$ cat src/rtl/adam_block_seq.sv
// Sequencer turning ADAM 1 KiB block read/write commands into two 512-byte sector
// loads or flushes on the per-drive sector buffer, streaming the bytes with valid/ready.
module adam_block_seq #(
  parameter int drive_num = 0,
  parameter int TO_W      = 20
) (
  input  logic        clk,
  input  logic        reset,
  input  logic        cmd_rd,
  input  logic        cmd_wr,
  input  logic [31:0] blk_num,
  output logic        busy,
  output logic        done,
  output logic        error,
  output logic        rd_valid,
  output logic [7:0]  rd_data,
  input  logic        rd_ready,
  input  logic        wr_valid,
  input  logic [7:0]  wr_data,
  output logic        wr_ready,
  input  logic [63:0] disk_size,
  input  logic        disk_present,
  output logic [31:0] disk_sector,
  output logic        disk_load,
  output logic        disk_flush,
  input  logic        disk_flushed,
  output logic [8:0]  disk_addr,
  output logic        disk_wr,
  output logic [7:0]  disk_din,
  input  logic [7:0]  disk_data
);

  typedef enum logic [3:0] {
    S_IDLE,
    S_LOAD,
    S_LOAD_W,
    S_RD_ADDR,
    S_RD_LAT,
    S_RD_OUT,
    S_WR_XFER,
    S_FLUSH,
    S_FLUSH_W,
    S_NEXT
  } state_t;

  // The wait aborts on the cycle the counter would reach 2**TO_W-1.
  localparam logic [TO_W-1:0] TO_LAST = {{(TO_W-1){1'b1}}, 1'b0};
  localparam logic [TO_W-1:0] TO_ONE  = {{(TO_W-1){1'b0}}, 1'b1};

  state_t          r_state;
  logic            r_isWr;
  logic            r_secIdx;
  logic [30:0]     r_blk;
  logic [8:0]      r_byteIdx;
  logic [TO_W-1:0] r_toCnt;
  logic            r_busy;
  logic            r_done;
  logic            r_error;
  logic            r_rdValid;
  logic [7:0]      r_rdData;
  logic            r_wrReady;
  logic            r_load;
  logic            r_flush;
  logic [31:0]     r_sector;

  logic [63:0]     w_blkEnd;
  logic            w_reject;
  logic            w_wrAccept;
  logic            w_unused_drive;

  assign w_blkEnd       = {22'd0, blk_num, 10'd0} + 64'd1024;
  assign w_reject       = ~disk_present | blk_num[31] | (w_blkEnd > disk_size);
  assign w_wrAccept     = wr_valid & r_wrReady;
  assign w_unused_drive = (drive_num != 0);

  always_ff @(posedge clk or posedge reset) begin
    if (reset) begin
      r_state   <= S_IDLE;
      r_isWr    <= 1'b0;
      r_secIdx  <= 1'b0;
      r_blk     <= '0;
      r_byteIdx <= '0;
      r_toCnt   <= '0;
      r_busy    <= 1'b0;
      r_done    <= 1'b0;
      r_error   <= 1'b0;
      r_rdValid <= 1'b0;
      r_rdData  <= '0;
      r_wrReady <= 1'b0;
      r_load    <= 1'b0;
      r_flush   <= 1'b0;
      r_sector  <= '0;
    end else begin
      r_done  <= 1'b0;
      r_error <= 1'b0;
      case (r_state)
        S_IDLE: begin
          if (cmd_rd & cmd_wr) begin
            r_error <= 1'b1;
          end else if (cmd_rd | cmd_wr) begin
            if (w_reject) begin
              r_error <= 1'b1;
            end else begin
              r_blk     <= blk_num[30:0];
              r_secIdx  <= 1'b0;
              r_isWr    <= cmd_wr;
              r_sector  <= {blk_num[30:0], 1'b0};
              r_byteIdx <= '0;
              r_busy    <= 1'b1;
              // A write fully overwrites the buffer, so it skips the load.
              if (cmd_wr) begin
                r_wrReady <= 1'b1;
                r_state   <= S_WR_XFER;
              end else begin
                r_load  <= 1'b1;
                r_state <= S_LOAD;
              end
            end
          end
        end

        S_LOAD: begin
          r_load  <= 1'b0;
          r_toCnt <= '0;
          r_state <= S_LOAD_W;
        end

        S_LOAD_W, S_FLUSH_W: begin
          if (disk_flushed) begin
            r_byteIdx <= '0;
            r_state   <= (r_state == S_LOAD_W) ? S_RD_ADDR : S_NEXT;
          end else if (r_toCnt == TO_LAST) begin
            r_error <= 1'b1;
            r_busy  <= 1'b0;
            r_state <= S_IDLE;
          end else begin
            r_toCnt <= r_toCnt + TO_ONE;
          end
        end

        S_RD_ADDR: r_state <= S_RD_LAT;

        S_RD_LAT: begin
          r_rdData  <= disk_data;
          r_rdValid <= 1'b1;
          r_state   <= S_RD_OUT;
        end

        S_RD_OUT: begin
          if (rd_ready) begin
            r_rdValid <= 1'b0;
            if (r_byteIdx == 9'd511) begin
              r_state <= S_NEXT;
            end else begin
              r_byteIdx <= r_byteIdx + 9'd1;
              r_state   <= S_RD_ADDR;
            end
          end
        end

        S_WR_XFER: begin
          if (w_wrAccept) begin
            if (r_byteIdx == 9'd511) begin
              r_wrReady <= 1'b0;
              r_flush   <= 1'b1;
              r_state   <= S_FLUSH;
            end else begin
              r_byteIdx <= r_byteIdx + 9'd1;
            end
          end
        end

        S_FLUSH: begin
          r_flush <= 1'b0;
          r_toCnt <= '0;
          r_state <= S_FLUSH_W;
        end

        // Sector boundary: a lost image aborts here rather than mid-sector.
        S_NEXT: begin
          r_byteIdx <= '0;
          if (!disk_present) begin
            r_error <= 1'b1;
            r_busy  <= 1'b0;
            r_state <= S_IDLE;
          end else if (!r_secIdx) begin
            r_secIdx <= 1'b1;
            r_sector <= {r_blk, 1'b1};
            if (r_isWr) begin
              r_wrReady <= 1'b1;
              r_state   <= S_WR_XFER;
            end else begin
              r_load  <= 1'b1;
              r_state <= S_LOAD;
            end
          end else begin
            r_done  <= 1'b1;
            r_busy  <= 1'b0;
            r_state <= S_IDLE;
          end
        end

        default: r_state <= S_IDLE;
      endcase
    end
  end

  assign busy        = r_busy;
  assign done        = r_done;
  assign error       = r_error;
  assign rd_valid    = r_rdValid;
  assign rd_data     = r_rdData;
  assign wr_ready    = r_wrReady;
  assign disk_sector = r_sector;
  assign disk_load   = r_load;
  assign disk_flush  = r_flush;
  assign disk_addr   = r_byteIdx;
  assign disk_wr     = w_wrAccept;
  assign disk_din    = r_wrReady ? wr_data : 8'd0;

endmodule
$ cat config.mk
export PLATFORM = sky130hd
export DESIGN_NAME = adam_block_seq
export DESIGN_NICKNAME = d
export VERILOG_FILES = /design/src/rtl/adam_block_seq.sv
export SDC_FILE = /design/constraint.sdc
export NUM_CORES = 1
export LEC_CHECK = 0
export CAP_MARGIN = 10
export CORE_ASPECT_RATIO = 0.75
export CORE_MARGIN = 10
export CORE_UTILIZATION = 50
export DETAILED_ROUTE_END_ITERATION = 6
export MAX_ROUTING_LAYER = met4
export PLACE_DENSITY = 0.82
export SETUP_SLACK_MARGIN = 0.15
export SLEW_MARGIN = 20
export SYNTH_ARGS = -nofsm -noshare
export SYNTH_HDL_FRONTEND = slang
export SYNTH_SLANG_ARGS = --single-unit
export TNS_END_PERCENT = 5
$ cat constraint.sdc
create_clock -name clk -period 4.5 [get_ports clk]
set_clock_uncertainty 0.1 [all_clocks]
set_input_delay 0.675 -clock clk [delete_from_list [all_inputs] [get_ports clk]]
set_output_delay 0.675 -clock clk [all_outputs]
set_load 0.05 [all_outputs]
---- Yosys cells after proc, flatten, opt, wreduce, memory -nomap -nowiden ----
Cells that the tools add are included.
cells by class
  $add $sub $neg .......................... 3
  magnitude comparators ................... 1
  equality and inequality tests ........... 29
  mux-type cells .......................... 79
  bitwise gates (word level) .............. 8
  reductions and logical operators ........ 22
operators with widths
  cell                                                              count
  32-bit 2-to-1 mux                                                 5
  43-bit by 64-bit > comparator with 1-bit output                   1
  32-bit one-hot mux with 2 select lines                            1
  9-bit 2-to-1 mux                                                  7
  4-bit 2-to-1 mux                                                  12
  9-bit one-hot mux with 5 select lines                             1
  42-bit by 11-bit adder with 43-bit output, second input constant  1
  20-bit 2-to-1 mux                                                 2
  20-bit one-hot mux with 2 select lines                            1
  1-bit 2-to-1 mux                                                  39
  4-bit one-hot mux with 9 select lines                             1
  2-bit inequality test, second input constant                      16
  7-bit AND reduction                                               3
  20-bit by 1-bit adder with 20-bit output, second input constant   1
  20-bit == test, second input constant                             1
  4-bit by 3-bit == test with 1-bit output, second input constant   4
  1-bit one-hot mux with 3 select lines                             4
  10-bit AND reduction                                              1
  9-bit by 1-bit adder with 9-bit output, second input constant     1
  9-bit == test, second input constant                              1
  3-bit nonzero test                                                3
  4-bit by 2-bit == test with 1-bit output, second input constant   2
  4-bit == test, second input constant                              2
  8-bit 2-to-1 mux                                                  1
  17 further kinds                                                  31
storage, ports and cells
  flip-flop bits (word level) ............. 113
  output and inout port bits .............. 65

---- Depth between registers and ports, before layout ----
Gate-level depths: netlist of the first run.
  depth in word-level cells ............... 7
  gate-level depth with buffers ........... 20
  mapped depth without buffers ............ 18

---- Least setup slack after synthesis of the first run ----
Ideal clock, no wire load.
  path kind ............................... input to register
  start point ............................. in blk_num[6]
  end point ............................... reg r_blk[10]
  setup time .............................. 0.125 ns
  data arrival time ....................... 4.011 ns
  data required time ...................... 4.275 ns
  slack ................................... 0.264 ns
  cell stages on the path ................. 16
  path buffers ............................ 2
  path through ............................ nand3_1 or3_1 nor3_1 and3_1 nand3_1 xnor2_1 ha_1 nand4_2 nor4_2 nand3_1 a31o_1 a31o_2 and3_4 buf_6 buf_6 mux2_4
between the ends
  cells in the longest elaborated chain, start to end .. 5
ends and longest elaborated chain
  element                                          RTL line  source
  from (decl)                                      11        input logic [31:0] blk_num,
  42-bit by 11-bit adder with 43-bit output        71        assign w_blkEnd = {22'd0, blk_num, 10'd0} + 64'd1024;
  43-bit by 64-bit > comparator with 1-bit output  72        assign w_reject = ~disk_present | blk_num[31] | (w_blkEnd > disk_size);
  1-bit OR                                         72
  1-bit NOT (no line)                              -
  4-bit AND reduction (no line)                    -
  to (signal assigned)                             104       r_blk <= blk_num[30:0];
  to (decl)                                        53        logic [30:0] r_blk;
No other way between the ends.
A chain may end at the register's enable or synchronous reset.

---- Final worst setup path of the first run ----
  start point ............................. in blk_num[9]
  end point ............................... reg r_blk[21]
Same word-level chain as after synthesis.

==> qor.csv, run 1 <==
metric,value,unit
Yosys cell types,56,
FMAX,0.225,GHz
largest area contributor in the netlist,dfrtp_1,
CP startpoint kind,input port,
total CTS buffers,17,
"Area growth, synth to finish",46.8,%
fin crit period,4.44,ns
hold path startpoint,rd_valid$_DFFE_PP0P_,
Skew-Pair Late Insertion Delay,0.41,ns
CP Capture Type,flop,
initial drt markers,479,
Worst slew margin,42.4,%
row count,37,
H-Tree Depth,4,
Worst Reg-to-Reg Cells,10,
initial core utilization,50.8,%
"Core Util, Final",74.6,%
root buf cell,clkbuf_16,
max-slew violations,0,
Worst R2R End,disk_addr[3]$_DFFE_PP0P_,
initial antenna violation count,0,
DR vias,6324,
# clock sinks,113,
"Top FF cell, synth",dfrtp_1,
grt total ovfl,0,
total core area,0.0137,mm^2
worst path required time,4.69,ns
Worst Path Arrival,4.64,ns
largest cells by area after synthesis,"dfrtp_1 41%, ha_1 6.8%, mux2_4 5.8%",
CTS tree,yes,
dpl ws,-0.385,ns
post-synth top area share,40.7,%
Post-CTS Hold Fix Bufs,0,
worst min path class,reg2reg,
DRT Pass-1 Iters,5,
"Cell Area, Synth",0.00694,mm^2
drc violations,0,
ANT nets after route,0,
Via density,5.50,
PD cells,567,mW/mm^2
Tot GR Track Use,22.1,%
Post-Syn Instances,731,
register-to-register setup slack,1.48,ns
asr flop ratio synth,100,%
Avg Inst Size Synth,9.50,um^2
Mapped Nets,889,
Worst Tran Pin Value,0.864,ns
largest net degree at the start of global routing,68,
Yosys warnings,0,
CTS max path bufs,2,
Hold EP,rd_valid$_DFFE_PP0P_,
Final setup violation count,0,
vias in the first global route,6397,
filler cell count,915,
wire per inst,19.1,um
dpl hpwl,15300,um
Ant. Diodes,0,
FF+latch area,0.00283,mm^2
PortBufs,184,
Multi-input gate area,0.00392,mm^2
Die W,156,um
Die Y,122,um
share of layout cells above drive strength 1,16.6,%
Hold Fails Final Rpt,0,
total power,5780,uW
kind of critical path,in2reg,
GPL Wtd Cong,0.896,
final worst slack,0.0584,ns
sequential share of the synthesized area,40.7,%
first-pass GRT wire length,32900,um
run status,"finished, final reports clean",
Leak,0.00450,uW
MaxCap Viol Count,0,
Crit Reg-Reg Startpoint,disk_addr[0]$_DFFE_PP0P_,
worst vdd ir,0.599,mV
final worst-path cycle share,98.7,%
Synth Register Bits,113,
Die Area,0.0191,mm^2
I/O pin count,185,
Nets,1120,
Post-synth EDFFs,0,
Routed WL,21900,um
WHS Path Cells,1,
worst-path maximum fanout,8,
Worst-path clk slew,0.05,ns
kinds of logic (layout without fill, tap and decap cells):
logic type                 after synthesis  count (layout)  share of synthesized area, %
AOI/OAI and AO/OA                      132             132                          11.4
xor gates and xnor gates                47              47                          5.93
adders and majority gates               38              38                          6.85
buffers and inverters                   82             325                          5.03
DFF                                    113             113                          40.7
muxes                                   72              72                          12.6
and+or+nand+nor                        247             247                          17.6
sequential cells by signal (all words and copies together), names as in the netlist:
name / cells
r_secIdx: 1
disk_flush: 1
busy: 1
r_isWr: 1
r_toCnt: 20
error: 1
wr_ready: 1
rd_data: 8
r_state: 4
disk_load: 1
done: 1
rd_valid: 1
disk_addr: 9
r_blk: 31
disk_sector: 32
power breakdown:
part | leakage [uW] | total [uW] | internal, uW | switching (uW)
Sequential | 0.00140 | 1700 | 1390 | 310
Clock | 0.000319 | 1510 | 1020 | 488
Combinational | 0.00278 | 2570 | 1030 | 1540
Total | 0.00450 | 5780 | 3450 | 2340
timing repair:
item	in CTS	in global routing
gates resized for setup	2	37
endpoints found under the setup margin	76	82
buffers inserted	0	5
cloned	0	2
pin swaps	2	15
per-stage QoR:
stage	std cells	area [um^2]	setup TNS, ns	hold slack, ns
5_1_grt	1149	10200	-0.953	0.410
2_1_floorplan	731	6940	0	0.380
3_5_place_dp	1111	9280	-25.60	0.375
6_report	1149	10200	0	0.393
4_1_cts	1142	9950	0	0.398
3_3_place_gp	1111	9280	-11.79	0.361
final cells by class:
cell class	count	area share, %
sequential	113	27.7
multi-input combinational	536	38.4
inverter	53	1.98
tap	175	2.15
timing repair buffer	241	23.3
clock buffer	21	4.62
clock inverter	10	1.78
routing by layer:
metal | wire length, um | share of wire, % | GRT usage (%)
met5 | 0 | 0 | -
met4 | 352 | 1.6 | 4.83
met3 | 1550 | 7.1 | 5.95
met2 | 10100 | 46 | 33.4
met1 | 9910 | 45 | 29.2
synth_stat cells (all sizes together) (6+ instances only):
cell type / n
or3: 6
mux2i: 32
nand3: 28
o21ai: 34
xor2: 18
inv: 53
xnor2: 29
ha: 38
dfrtp: 113
clkbuf: 14
and3: 18
o31ai: 9
nor3: 10
nand4: 14
nor2: 84
mux2: 40
nor4: 10
buf: 15
and2: 12
nand2: 45
a21oi: 55
worst max-delay path: stages:
cell	delay, ns
clkdlybuf4s50_1	0.51
and3_4	0.20
and3_4	0.21
and3_4	0.19
inv_1	0.06
or3_1	0.38
xnor2_1	0.14
ha_1	0.41
nand4_4	0.19
nor4_4	0.33
nand3_1	0.15
a31o_1	0.24
a31o_4	0.26
and3_4	0.21
clkbuf_16	0.19
mux2_4	0.29
worst max path at each step:
| stage | from | end | slack [ns] |
|---|---|---|---|
| floorplan | blk_num[6] | r_blk[10]$_DFFE_PP0P_ | 0.26 |
| global placement | blk_num[0] | r_blk[2]$_DFFE_PP0P_ | -0.20 |
| detailed placement | blk_num[2] | disk_addr[0]$_DFFE_PP0P_ | -0.39 |
| CTS | blk_num[2] | r_blk[22]$_DFFE_PP0P_ | 0.16 |
| global route | blk_num[9] | r_blk[12]$_DFFE_PP0P_ | -0.04 |
| finish | blk_num[9] | r_blk[21]$_DFFE_PP0P_ | 0.06 |
cell usage in the layout (no fill, tap or decap), types with 4 or more instances in the layout:
| cell | synthesis | final |
|---|---|---|
| clkbuf_16 | 0 | 19 |
| and3_4 | 1 | 5 |
| buf_4 | 0 | 50 |
| mux2_2 | 13 | 13 |
| buf_12 | 0 | 4 |
| nor2b_1 | 5 | 5 |
| clkdlybuf4s50_1 | 0 | 177 |
| nand2b_1 | 4 | 4 |
| mux2_4 | 27 | 27 |
| dlymetal6s2s_1 | 0 | 7 |
| nand3_1 | 28 | 26 |
| ha_1 | 38 | 36 |
| nor2_1 | 84 | 82 |
| and2_1 | 12 | 12 |
| o21ai_0 | 34 | 30 |
| or3_1 | 6 | 5 |
| xor2_1 | 18 | 18 |
| and3_1 | 17 | 12 |
| nor4_1 | 8 | 7 |
| inv_1 | 53 | 52 |
| dfrtp_1 | 113 | 113 |
| xnor2_1 | 29 | 28 |
| a31oi_1 | 4 | 4 |
| nand2_1 | 45 | 43 |
| o22ai_1 | 5 | 5 |
| nand4_1 | 13 | 13 |
| nor3_1 | 9 | 7 |
| a21oi_1 | 54 | 52 |
| o31ai_1 | 8 | 8 |
| mux2i_1 | 32 | 32 |
| bufinv_16 | 0 | 5 |
Power figures use the tool's default switching activity.
==> run 2, diff against run 1 <==
HOLD_SLACK_MARGIN = 0.1   (was default)
==> results of run 2 <==
The final DEF is identical to that of run 1; final timing and power are the same.
==> run 3, diff against run 2 <==
--- a/config.mk
+++ b/config.mk
@@ -15,2 +15,3 @@
 export PLACE_DENSITY = 0.82
+export REMOVE_ABC_BUFFERS = 1
 export SETUP_SLACK_MARGIN = 0.15
--- a/constraint.sdc
+++ b/constraint.sdc
@@ -4,2 +4,2 @@
 set_output_delay 0.675 -clock clk [all_outputs]
-set_load 0.05 [all_outputs]
+set_load 0.02 [all_outputs]
==> run 3 against run 2 <==
Clock-buffer cell count decreased by 3. Setup slack better by 0.11 ns. Global-route usage grew 0.56 points. Final cell count is 0.35% higher. Combinational power shrank 16%. Maximum frequency is 2.6% higher. Utilization grew 0.20 points. First-iteration DRC count down 0.84%. Register-to-register slack lost 0.02 ns. Critical endpoint is now r_blk[15]$_DFFE_PP0P_. Highest routed layer unchanged.
==> qor.csv, run 3 (synthesis gave the netlist of run 1 again) <==
metric,value,unit,change
run status,"finished, final reports clean",,
register-to-register setup slack,1.46,ns,-0.02 ns
initial antenna violation count,1,,+1
Comb pwr share,41.2,%,-3.3 points
Crit Reg-Reg Startpoint,r_state[1]$_DFFE_PP0P_,,
"Area growth, synth to finish",47.2,%,
max-slew violations,0,,unchanged
Final setup violation count,0,,unchanged
CTS tree,yes,,
WHS Path Cells,1,,unchanged
CP startpoint kind,input port,,
worst min path class,reg2reg,,
setup TNS,0,ns,unchanged
first-pass GRT wire length,33600,um,+2.1%
total CTS buffers,17,,unchanged
Worst Reg-to-Reg Cells,9,,-1
Tot GR Track Use,22.6,%,+0.56 points
initial drt markers,475,,-0.84%
DR vias,6439,,+1.8%
ANT nets after route,0,,unchanged
dpl ws,-0.397,ns,-0.0114 ns
initial core utilization,50.8,%,unchanged
Via density,5.58,,+1.5%
Skew-Pair Late Insertion Delay,0.42,ns,about the same
NetSw,1880,uW,-19%
share of layout cells above drive strength 1,17.2,%,+0.56 points
CP Capture Type,flop,,
vias in the first global route,6404,,+0.11%
"commonest non-fill, non-tap cell in the layout",clkdlybuf4s50_1,,
wire per inst,19.4,um,+1.7%
Worst-path clk slew,0.06,ns,about the same
root buf cell,clkbuf_16,,
MaxCap Viol Count,0,,unchanged
fin crit period,4.33,ns,-0.114 ns
Worst Tran Pin Value,0.871,ns,+0.00633 ns
Hold EP,rd_valid$_DFFE_PP0P_,,
drc violations,0,,unchanged
CTS max path bufs,2,,unchanged
Routed WL,22400,um,+2.1%
placed cells,1115,,+0.36%
final worst-path cycle share,96.2,%,-2.5 points
largest net degree at the start of global routing,69,,+1.5%
GPL Wtd Cong,0.933,,+4.1%
worst path required time,4.70,ns,about the same
Leak,0.00449,uW,-0.29%
Hold Fails Final Rpt,0,,unchanged
total power,5220,uW,-9.8%
Worst Path Arrival,4.52,ns,-0.12 ns
worst vdd ir,0.401,mV,-33%
FMAX,0.231,GHz,+2.6%
total core area,0.0137,mm^2,unchanged
filler cell count,906,,-0.98%
power share of the sequential group,32.4,%,+3.0 points
final worst slack,0.172,ns,+0.114 ns
H-Tree Depth,4,,unchanged
RSZ-0062 raised after global routing,no,,
# clock sinks,113,,unchanged
kind of critical path,in2reg,,
Worst slew margin,42.0,%,-0.42 points
Multi-input gate area,0.00393,mm^2,+0.32%
grt total ovfl,0,,unchanged
PD cells,511,mW/mm^2,-10%
PortBufs,184,,unchanged
Worst R2R End,disk_sector[15]$_DFFE_PP0P_,,
row count,37,,unchanged
Switching Fraction,36.1,%,-4.3 points
Fin Hold WS,0.376,ns,-0.0176 ns
Clock power frac,26.4,%,+0.3 points
internal power,3330,uW,-3.3%
worst-path maximum fanout,7,,-1
FF+latch area,0.00283,mm^2,unchanged
Die W,156,um,unchanged
"commonest cells after routing, fill and taps aside","175 x clkdlybuf4s50_1, 113 x dfrtp_1, 79 x nor2_1",,
hold path startpoint,rd_valid$_DFFE_PP0P_,,
Die Area,0.0191,mm^2,unchanged
final std cells w/o fill,1153,,+0.35%
DRT Pass-1 Iters,5,,unchanged
Largest register FFs,32,,unchanged
Die Y,122,um,unchanged
I/O pin count,185,,unchanged
Nets,1123,,+0.27%
dpl hpwl,15500,um,+1.1%
==> run 3: final cells by class <==
cell class | instances | area share [%]
Antenna cell | 1 | 0.0245
Inverter | 53 | 1.97
Clock buffer | 18 | 4.20
Sequential cell | 113 | 27.7
Tap cell | 175 | 2.14
Clock inverter | 13 | 1.59
Multi-Input combinational cell | 536 | 38.4
Timing Repair Buffer | 244 | 24.0
==> run 3: routing by layer <==
layer / share of wire [%] / routed length [um] / global-route usage, % / vias up
met5: 0 / 0 / - / -
met4: 1.6 / 363 / 6.18 / 0
met3: 6.7 / 1490 / 5.49 / 38
met2: 46 / 10400 / 33.5 / 280
met1: 45 / 10200 / 30.4 / 3074
li1: - / - / - / 3047
==> run 3: worst max path at each step <==
stage / depth (start not counted) / endpoint / slack [ns] / from
CTS: 19 / disk_addr[4]$_DFFE_PP0P_ / 0.09 / blk_num[9]
detailed placement: 21 / r_blk[7]$_DFFE_PP0P_ / -0.40 / blk_num[0]
global placement: 21 / r_blk[9]$_DFFE_PP0P_ / -0.29 / blk_num[0]
finish: 18 / r_blk[15]$_DFFE_PP0P_ / 0.17 / blk_num[21]
floorplan: 15 / r_state[3]$_DFFE_PP0P_ / 0.23 / blk_num[6]
global route: 18 / r_blk[23]$_DFFE_PP0P_ / 0.005 / blk_num[17]
==> run 3: repair_timing <==
action                                  4_1_cts  5_1_grt
pin swaps                                     2       12
hold buffers                                  0        0
cloned                                        0        3
endpoints found under the setup margin       75       81
setup buffers                                 1        2
gates resized for setup                       5       46
==> run 3: worst max-delay path, stage by stage <==
cell and delay [ns]:
clkdlybuf4s50_1 0.56, nand2_1 0.11, nor2_1 0.15, buf_4 0.16
and4_1 0.31, nand2_2 0.13, buf_4 0.16, xnor2_1 0.12
ha_1 0.31, nand4_1 0.12, nor4_2 0.27, buf_4 0.15
nand3_1 0.10, a31o_1 0.22, a31o_4 0.25, and3_4 0.23
clkbuf_16 0.19, mux2_4 0.29
==> run 3: power groups by stage <==
stage	Sequential, uW	Clock, uW	Combinational (uW)
floorplan	1890	0	918
finish	1690	1380	2150
CTS	1680	1390	2080
global placement	1670	0	2010
global route	1740	1440	2320
detailed placement	1680	0	2050
==> run 3: through the flow <==
stage,util [%],area [um^2]
detailed placement,68.3,9330
global route,74.8,10200
floorplan,-,6790
finish,74.8,10200
CTS,72.8,9940
global placement,68.3,9330
